--- src/rtl/i2c_pkg.sv ---
`default_nettype none
// ============================================================================
// Module   : i2c_pkg
// Purpose  : Shared types and constants for the streaming I2C master.
//            Holds the transaction state encoding, the SSD1306-style control
//            byte values and the number of SCL bits per byte (8 data + ACK).
// Ports    : none (package)
// Revision : 1.0 - initial release
// ============================================================================
package i2c_pkg;

  typedef enum logic [2:0] {
    IDLE  = 3'd0,
    START = 3'd1,
    ADDR  = 3'd2,
    CTRL  = 3'd3,
    DATA  = 3'd4,
    ACK   = 3'd5,
    STOP  = 3'd6
  } state_t;

  localparam logic [7:0] CTRL_CMD      = 8'h00;
  localparam logic [7:0] CTRL_DATA     = 8'h40;
  localparam int         BITS_PER_BYTE = 9;

  // Control byte that precedes the payload: command stream or GDDRAM data.
  function automatic logic [7:0] ctrl_byte(input logic dc_bit);
    return dc_bit ? CTRL_DATA : CTRL_CMD;
  endfunction

endpackage
`default_nettype wire

--- src/rtl/i2c_quarter_tick.sv ---
`default_nettype none
// ============================================================================
// Module   : i2c_quarter_tick
// Purpose  : Quarter-period timebase for the I2C master. Divides the system
//            clock by CLK_DIV and steps a 2-bit quarter index on each tick.
// Ports    : clock   - system clock
//            reset   - synchronous, active-high
//            enable  - count while high; held cleared while low
//            freeze  - hold divider and quarter index (SCL stretch)
//            restart - clear divider and quarter index
//            tick    - one-cycle pulse on the last clock of a quarter
//            quarter - index of the quarter currently in progress (0..3)
// Revision : 1.0 - initial release
// ============================================================================
module i2c_quarter_tick #(
  parameter int CLK_DIV = 25
) (
  input  logic       clock,
  input  logic       reset,
  input  logic       enable,
  input  logic       freeze,
  input  logic       restart,
  output logic       tick,
  output logic [1:0] quarter
);

  // One bit minimum so CLK_DIV=1 still yields a legal (constant-zero) counter.
  localparam int            CW   = (CLK_DIV > 1) ? $clog2(CLK_DIV) : 1;
  localparam logic [CW-1:0] TERM = CW'(CLK_DIV - 1);

  logic [CW-1:0] div_cnt;

  // Tick marks the final clock of the current quarter, so "end of Qn" is
  // simply tick && quarter == n.
  assign tick = enable && !freeze && !restart && (div_cnt == TERM);

  always_ff @(posedge clock) begin
    if (reset || restart || !enable) begin
      div_cnt <= '0;
      quarter <= 2'd0;
    end else if (!freeze) begin
      if (div_cnt == TERM) begin
        div_cnt <= '0;
        quarter <= quarter + 2'd1;
      end else begin
        div_cnt <= div_cnt + CW'(1);
      end
    end
  end

endmodule
`default_nettype wire

--- src/rtl/i2c_master_stream.sv ---
`default_nettype none
// ============================================================================
// Module   : i2c_master_stream
// Purpose  : Write-only I2C master for the OLED path. Sends START, address+W,
//            an optional control byte, a valid/ready stream of payload bytes
//            and STOP. Aborts to STOP on a NACK. SCL is held low while the
//            payload stream is empty.
// Ports    : clock, reset            - system clock, sync active-high reset
//            start                   - one-cycle request, sampled in IDLE
//            addr_sel, addr_in       - address source select / alternate addr
//            dc                      - 0 = command, 1 = data control byte
//            byte_in, byte_last,
//            byte_valid, byte_ready  - payload stream (ready = consumed)
//            busy, done, nack_err    - transaction status
//            scl_oe, sda_oe          - open-drain pull-low enables
//            sda_in                  - synchronised SDA level
// Revision : 1.0 - initial release
// ============================================================================
module i2c_master_stream
  import i2c_pkg::*;
#(
  parameter int         CLK_DIV    = 25,
  parameter logic [6:0] SLAVE_ADDR = 7'h3C,
  parameter bit         CTRL_EN    = 1'b1
) (
  input  logic       clock,
  input  logic       reset,
  input  logic       start,
  input  logic       addr_sel,
  input  logic [6:0] addr_in,
  input  logic       dc,
  input  logic [7:0] byte_in,
  input  logic       byte_last,
  input  logic       byte_valid,
  output logic       byte_ready,
  output logic       busy,
  output logic       done,
  output logic       nack_err,
  output logic       scl_oe,
  output logic       sda_oe,
  input  logic       sda_in
);

  localparam logic [2:0] LAST_BIT = 3'(BITS_PER_BYTE - 2);

  state_t     state;
  state_t     state_next;
  state_t     ack_of;      // which byte the current ACK bit belongs to
  logic [7:0] shreg;
  logic [2:0] bit_cnt;
  logic [6:0] addr_lat;
  logic       dc_lat;
  logic       have_byte;
  logic       last_byte;
  logic       abort;
  logic       nack_bit;
  logic       scl_d;
  logic       sda_d;

  logic       tick;
  logic [1:0] quarter;
  logic       accept;
  logic       bit_end;
  logic       load;
  logic       freeze;

  assign accept  = (state == IDLE) && start;
  assign bit_end = tick && (quarter == 2'd3);
  // Payload is pulled only at Q0 of the first bit of a DATA byte.
  assign load    = (state == DATA) && !have_byte && byte_valid;
  // Empty stream at byte start: stop the timebase so SCL stays low.
  assign freeze  = (state == DATA) && !have_byte && !byte_valid;

  assign byte_ready = load;
  assign busy       = (state != IDLE);

  i2c_quarter_tick #(
    .CLK_DIV (CLK_DIV)
  ) u_tick (
    .clock   (clock),
    .reset   (reset),
    .enable  (state != IDLE),
    .freeze  (freeze),
    .restart (accept),
    .tick    (tick),
    .quarter (quarter)
  );

  always_ff @(posedge clock) begin
    if (reset) begin
      state <= IDLE;
    end else begin
      state <= state_next;
    end
  end

  always_comb begin
    state_next = state;
    scl_d      = 1'b0;
    sda_d      = 1'b0;
    case (state)
      IDLE: begin
        if (start) state_next = START;
      end
      START: begin
        // SDA falls in Q2 with SCL still high, then SCL falls in Q3.
        scl_d = (quarter == 2'd3);
        sda_d = quarter[1];
        if (bit_end) state_next = ADDR;
      end
      ADDR, CTRL: begin
        scl_d = !quarter[1];
        sda_d = !shreg[7];
        if (bit_end && (bit_cnt == LAST_BIT)) state_next = ACK;
      end
      DATA: begin
        scl_d = !quarter[1];
        // Before the byte is loaded, present byte_in's MSB on the load cycle
        // or hold SDA where it is while stalled.
        if (have_byte) begin
          sda_d = !shreg[7];
        end else if (byte_valid) begin
          sda_d = !byte_in[7];
        end else begin
          sda_d = sda_oe;
        end
        if (bit_end && (bit_cnt == LAST_BIT)) state_next = ACK;
      end
      ACK: begin
        scl_d = !quarter[1];
        sda_d = 1'b0;
        if (bit_end) begin
          if (nack_bit) begin
            state_next = STOP;
          end else if ((ack_of == DATA) && last_byte) begin
            state_next = STOP;
          end else if ((ack_of == ADDR) && CTRL_EN) begin
            state_next = CTRL;
          end else begin
            state_next = DATA;
          end
        end
      end
      STOP: begin
        // SCL rises in Q2, SDA rises in Q3.
        scl_d = !quarter[1];
        sda_d = (quarter != 2'd3);
        if (bit_end) state_next = IDLE;
      end
      default: begin
        state_next = IDLE;
      end
    endcase
  end

  // Datapath and registered line drivers (glitch-free pad enables).
  always_ff @(posedge clock) begin
    if (reset) begin
      scl_oe    <= 1'b0;
      sda_oe    <= 1'b0;
      done      <= 1'b0;
      nack_err  <= 1'b0;
      shreg     <= 8'h00;
      bit_cnt   <= 3'd0;
      addr_lat  <= 7'h00;
      dc_lat    <= 1'b0;
      have_byte <= 1'b0;
      last_byte <= 1'b0;
      abort     <= 1'b0;
      nack_bit  <= 1'b0;
      ack_of    <= IDLE;
    end else begin
      scl_oe   <= scl_d;
      sda_oe   <= sda_d;
      done     <= (state == STOP) && bit_end;
      nack_err <= (state == STOP) && bit_end && abort;

      if (accept) begin
        addr_lat <= addr_sel ? addr_in : SLAVE_ADDR;
        dc_lat   <= dc;
        abort    <= 1'b0;
      end

      case (state)
        START: begin
          if (bit_end) begin
            shreg   <= {addr_lat, 1'b0};
            bit_cnt <= 3'd0;
          end
        end
        ADDR, CTRL, DATA: begin
          if (load) begin
            shreg     <= byte_in;
            last_byte <= byte_last;
            have_byte <= 1'b1;
          end
          if (bit_end) begin
            shreg   <= {shreg[6:0], 1'b0};
            bit_cnt <= bit_cnt + 3'd1;
            if (bit_cnt == LAST_BIT) ack_of <= state;
          end
        end
        ACK: begin
          if (tick && (quarter == 2'd2)) nack_bit <= sda_in;
          if (bit_end) begin
            if (nack_bit) abort <= 1'b1;
            bit_cnt   <= 3'd0;
            have_byte <= 1'b0;
            // Only consumed if the next byte is the control byte.
            shreg     <= ctrl_byte(dc_lat);
          end
        end
        default: begin
        end
      endcase
    end
  end

endmodule
`default_nettype wire

--- config.mk ---
export PLATFORM = sky130hd
export DESIGN_NAME = i2c_master_stream
export DESIGN_NICKNAME = d
export VERILOG_FILES = /design/src/rtl/i2c_pkg.sv /design/src/rtl/i2c_quarter_tick.sv /design/src/rtl/i2c_master_stream.sv
export SDC_FILE = /design/constraint.sdc
export NUM_CORES = 1
export LEC_CHECK = 0
export CAP_MARGIN = 10
export CORE_MARGIN = 2
export CORE_UTILIZATION = 33
export DETAILED_ROUTE_END_ITERATION = 16
export GPL_ROUTABILITY_DRIVEN = 0
export SYNTH_ARGS = -nofsm -noshare
export SYNTH_HDL_FRONTEND = slang
export SYNTH_SLANG_ARGS = --single-unit
export TNS_END_PERCENT = 1
--- constraint.sdc ---
create_clock -name clock -period 2.6 [get_ports clock]
set_input_delay 0.52 -clock clock [delete_from_list [all_inputs] [get_ports clock]]
set_output_delay 0.52 -clock clock [all_outputs]
set_load 0.1 [all_outputs]
# Word-level counts from Yosys, hierarchy flattened

Cells that the tools add are included.

Bits in registers: 40
Bits of input ports: 23
Output and inout port bits: 6
Logic and storage cells: 113

$add $sub $neg: 3
Equal/unequal tests: 23
Muxes and demuxes: 30
Bitwise logic cells: 1
Reductions and logical operators: 40

Operators with widths:

| cell                                                 | count |
|---|---|
| two-way mux 8 bit                                    | 4 |
| two-way mux 3 bit                                    | 9 |
| one-hot mux 8 bit (3 select lines)                   | 1 |
| equality test 3 bit (second input constant)          | 5 |
| one-hot mux 3 bit (5 select lines)                   | 1 |
| two-way mux 7 bit                                    | 2 |
| logical AND 1 bit                                    | 13 |
| != test 2 bit (second input constant)                | 5 |
| equality test 3 x 2 -> 1 bit (second input constant) | 3 |
| AND reduction 3 bit                                  | 3 |
| zero test 1 bit                                      | 8 |
| two-way mux 1 bit                                    | 8 |
| != test 2 x 1 -> 1 bit (second input constant)       | 4 |
| one-hot mux 3 bit (2 select lines)                   | 1 |
| AND reduction 2 bit                                  | 3 |
| nonzero test 3 bit                                   | 2 |
| adder 5 x 1 -> 5 bit (second input constant)         | 1 |
| equality test 5 bit (second input constant)          | 1 |
| two-way mux 5 bit                                    | 1 |
| AND reduction 5 bit                                  | 1 |
| OR reduction 5 bit                                   | 1 |
| equality test 2 bit (second input constant)          | 2 |
| one-hot mux 1 bit (2 select lines)                   | 2 |
| one-hot mux 1 bit (4 select lines)                   | 1 |
| 12 further kinds                                     | 15 |

# Depth between registers and ports, before layout

Depth in word-level cells: 11
Gate-level depth with buffers: 8
Gate-level depth less buffers: 7

# Cells and area by module

From an unflattened synthesis, not the netlist that was laid out.

Cell total of the unflattened synthesis: 249
Area, all modules: 2124.5 um^2

Modules (own cells, without submodules):

| module            | instances | cells each | area each (um^2) | seq. area each (um^2) |
|---|---|---|---|---|
| i2c_master_stream | 1         | 213        | 1771.7           | 660.6 |
| i2c_quarter_tick  | 1         | 36         | 352.8            | 140.1 |

# Worst setup path before layout

Ideal clock, no wire load.

Path type: flip-flop to output port
From: reg state[2]
To: out byte_ready
Arrival: 1606 ps
Required time: 2080 ps
Slack: 474 ps
Stages on the path, launching flop included: 5
Path buffers: 1
Path through: dfxtp_1 > buf_6 > nor3b_2 > nand3b_1 > inv_1

Cells in the longest elaborated chain, start to end: 3

RTL lines:

| item                            | line                    | source |
|---|---|---|
| start: declaration              | i2c_master_stream.sv:46 | `state_t state;` |
| start signal: assignment        | i2c_master_stream.sv:93 | `state <= state_next;` |
| equality test 3 bit             | i2c_master_stream.sv:70 | `assign load = (state == DATA) && !have_byte && byte_valid;` |
| logical AND 1 bit (2 in series) | i2c_master_stream.sv:70 |  |
| end: declaration                | i2c_master_stream.sv:35 | `output logic byte_ready,` |

Every way passes these cells.

# Worst setup path in the final report

Ends and elaborated chain as after synthesis.

==> flow_summary_export.csv <==
group,metric,value,unit
run_status,status,"completed",
synthesis,syn_inst,233,
die,start_util,34.6,%
cts,cts_tree,"built",
die,core,0.00599,mm²
pwr,ir_worst_vdd,0.147,mV
job,drv_cap,0,
global_route,track_usage,14.7,%
pwr,leakagePower,0.905,nW
synthesis,syn-num-nets,262,
sta,maxClockFrequency,436,MHz
global_route,grt_pass1_vias,1710,
sta,hold_violations,0,
hold_path,hp-class,"reg -> reg",
global_route,overflow,0,
sta,fin_ws,0.305,ns
synthesis,yosysMostFrequentCell,"dfxtp_1",
cts,clk_latency,0.29,ns
sta,fin_crit,2.29,ns
setup_path,cp-end-kind,"output port",
cts,post_cts_buffers,0,
die,dieArea,0.00692,mm²
synthesis,synth_warnings,0,
sta,slew_violations,0,
synthesis,synth_edf_count,0,
cts,clk_pin_slew,0.08,ns
cts,htreeDepth,2,
synthesis,seq_area_frac_synth,38.7,%
sta,period_share,88.3,%
pwr,p_sw_share,24.7,%
synthesis,synth_area,0.00207,mm²
sta,rsz0062_at_grt,"false",
synthesis,yosys_register_bits,40,
pwr,power_switching,0.000295,W
pwr,comb_power_share,10.0,%
placement,io_buffers,28,
setup_path,crit_fanout,8,
routing,firstDrtPassIters,4,
synthesis,synth_cell_type_count,56,
global_route,antenna_found_initial,0,
routing,wire_per_inst,14.1,µm
finish,drive_above_1_share,14.0,%
routing,num_vias,1807,
setup_path,required,2.08,ns
synthesis,synth_top_flop_cell,"dfxtp_1",
finish,area_delta_synth_final,20.7,%
setup_path,crit_type,"reg -> out",
routing,drt_iter0_drc,177,
pwr,intPower,0.000898,W
synthesis,async_reset_ff_share,0,%
sta,finClkSkew,0.00512,ns
finish,fin_nets,292,
die,core.rowCount,28,
placement,placed_cell_area,0.00240,mm²
finish,instances_no_fill,339,
pwr,pwr_density_cell,477,mW/mm²
sta,setup_tns,0,ns
pwr,seq_power_share,53.1,%
synthesis,syn_area_per_cell,8.89,µm²
die,ios,29,
cts,clock-root-buffer,"clkbuf_8",
synthesis,yosysTopAreaCellShare,38.7,%
cts,cts_hold_buf,0,
synthesis,yosys.area.top_type,"dfxtp_1",
sta,max-slew-margin-rel,61.0,%
routing,via_per_inst,5.33,
finish,insertedDiodeCount,0,
die,fp.dieH,83.2,µm
finish,fin_area,0.00250,mm²
cts,cts_buffers,5,
routing,routed_wl,4760,µm
placement,hpwlAfterDp,3530,µm
cts,cts_num_sinks,40,
cts,cts_buffer_depth,2,
placement,dp_slack,0.0629,ns
sta,tightest_slew,0.580,ns
pwr,clkPwrFrac,36.9,%
placement,dp.cells,331,
synthesis,synthTopCellsByCount,"40 x dfxtp_1, 31 x nor2_1, 17 x a21oi_1, 15 x nand2_1, 14 x nor3_1",
sta,finalSetupViolCount,0,
routing,drc,0,
setup_path,crit_path_start_kind,"flop",
cts,cts_resized,0,
die,die_width,83.2,µm
routing,ant_nets,0,
global_route,grt_first_pass_wirelength,8330,µm
setup_path,cp.arrival,1.77,ns
global_route,grt_max_degree,16,
synthesis,synth.top_cells.by_area,"dfxtp_1 39%, nor2_1 5.6%, a21oi_1 4.1%",
## flip-flops by register name, indices dropped and copies added, names as in the netlist, 2 cells and up
| name | flops |
|---|---|
| u_tick.div_cnt | 5 |
| bit_cnt | 3 |
| state | 3 |
| addr_lat | 7 |
| u_tick.quarter | 2 |
| ack_of | 3 |
| shreg | 8 |
## worst paths after layout
kind                             startpoint     endpoint  slack (ns)  cells past startpoint
worst min register to register  addr_lat[0]  addr_lat[0]        0.46                      2
worst max-delay path               state[2]   byte_ready        0.31                      4
worst min-delay path            addr_lat[0]  addr_lat[0]        0.46                      2
worst max register to register     state[1]     shreg[1]        0.57                      5
## power groups by stage
| stage | sequential (W) | combinational [W] | clock [W] |
|---|---|---|---|
| after global placement | 0.000648 | 0.000120 | 0 |
| after detailed placement | 0.000648 | 0.000119 | 0 |
| after global routing | 0.000635 | 0.000131 | 0.000476 |
| final | 0.000633 | 0.000119 | 0.000440 |
| after CTS | 0.000633 | 0.000120 | 0.000444 |
| after floorplan | 0.000644 | 0.0000658 | 0 |
## critical path, cell delays in order (launching register included)
cell and delay [ns]:
dfxtp_1 0.46, nor3b_2 0.51, nand3b_1 0.19, inv_1 0.13, buf_12 0.18
## final cells by class
type | instances | area, µm²
Clock inverter | 1 | 7.51
Tap cell | 75 | 93.8
Inverter | 10 | 37.5
Clock buffer | 7 | 86.3
Sequential cell | 40 | 801
Timing Repair Buffer | 36 | 350
Fill cell | 595 | 3490
Multi-Input combinational cell | 170 | 1120
## logic make-up (layout without fill, tap and decap cells)
family	count (synthesis)	in the layout	share of synthesized area [%]
and+or+nand+nor	96	96	23.3
DFF	40	40	38.7
adders and majority gates	6	6	3.63
buffers and inverters	23	54	7.13
muxes	9	9	4.71
xor gates and xnor gates	6	6	2.54
AOI/OAI and AO/OA	53	53	20.0
## per-stage QoR
step / hold WS [ns] / total power [W] / utilization, %
after floorplan: 0.427 / 0.000710 / -
after global placement: 0.444 / 0.000767 / 40.1
after detailed placement: 0.462 / 0.000767 / 40.1
after CTS: 0.472 / 0.00120 / 41.7
after global routing: 0.496 / 0.00124 / 41.7
final: 0.465 / 0.00119 / 41.7
## routing by layer
| layer | vias up | global-route usage [%] | share of wire [%] |
|---|---|---|---|
| li1 | 910 | - | - |
| met1 | 843 | 21.3 | 50 |
| met2 | 48 | 21.2 | 44 |
| met3 | 6 | 3.58 | 4.7 |
| met4 | 0 | 4.92 | 1.3 |
| met5 | - | 0 | 0 |
## cells in the final DEF, fill, tap and decap left out, types with 5 or more instances in the layout
cell type / n
a221oi_1: 6
a21oi_1: 17
clkbuf_8: 6
nor3_1: 14
nand2_1: 15
nand4_1: 5
buf_4: 12
clkdlybuf4s50_1: 22
ha_1: 6
nor2_1: 31
mux2_2: 5
nand3_1: 9
dfxtp_1: 40
inv_1: 10
Note: power is estimated with default switching activity, not from simulation.
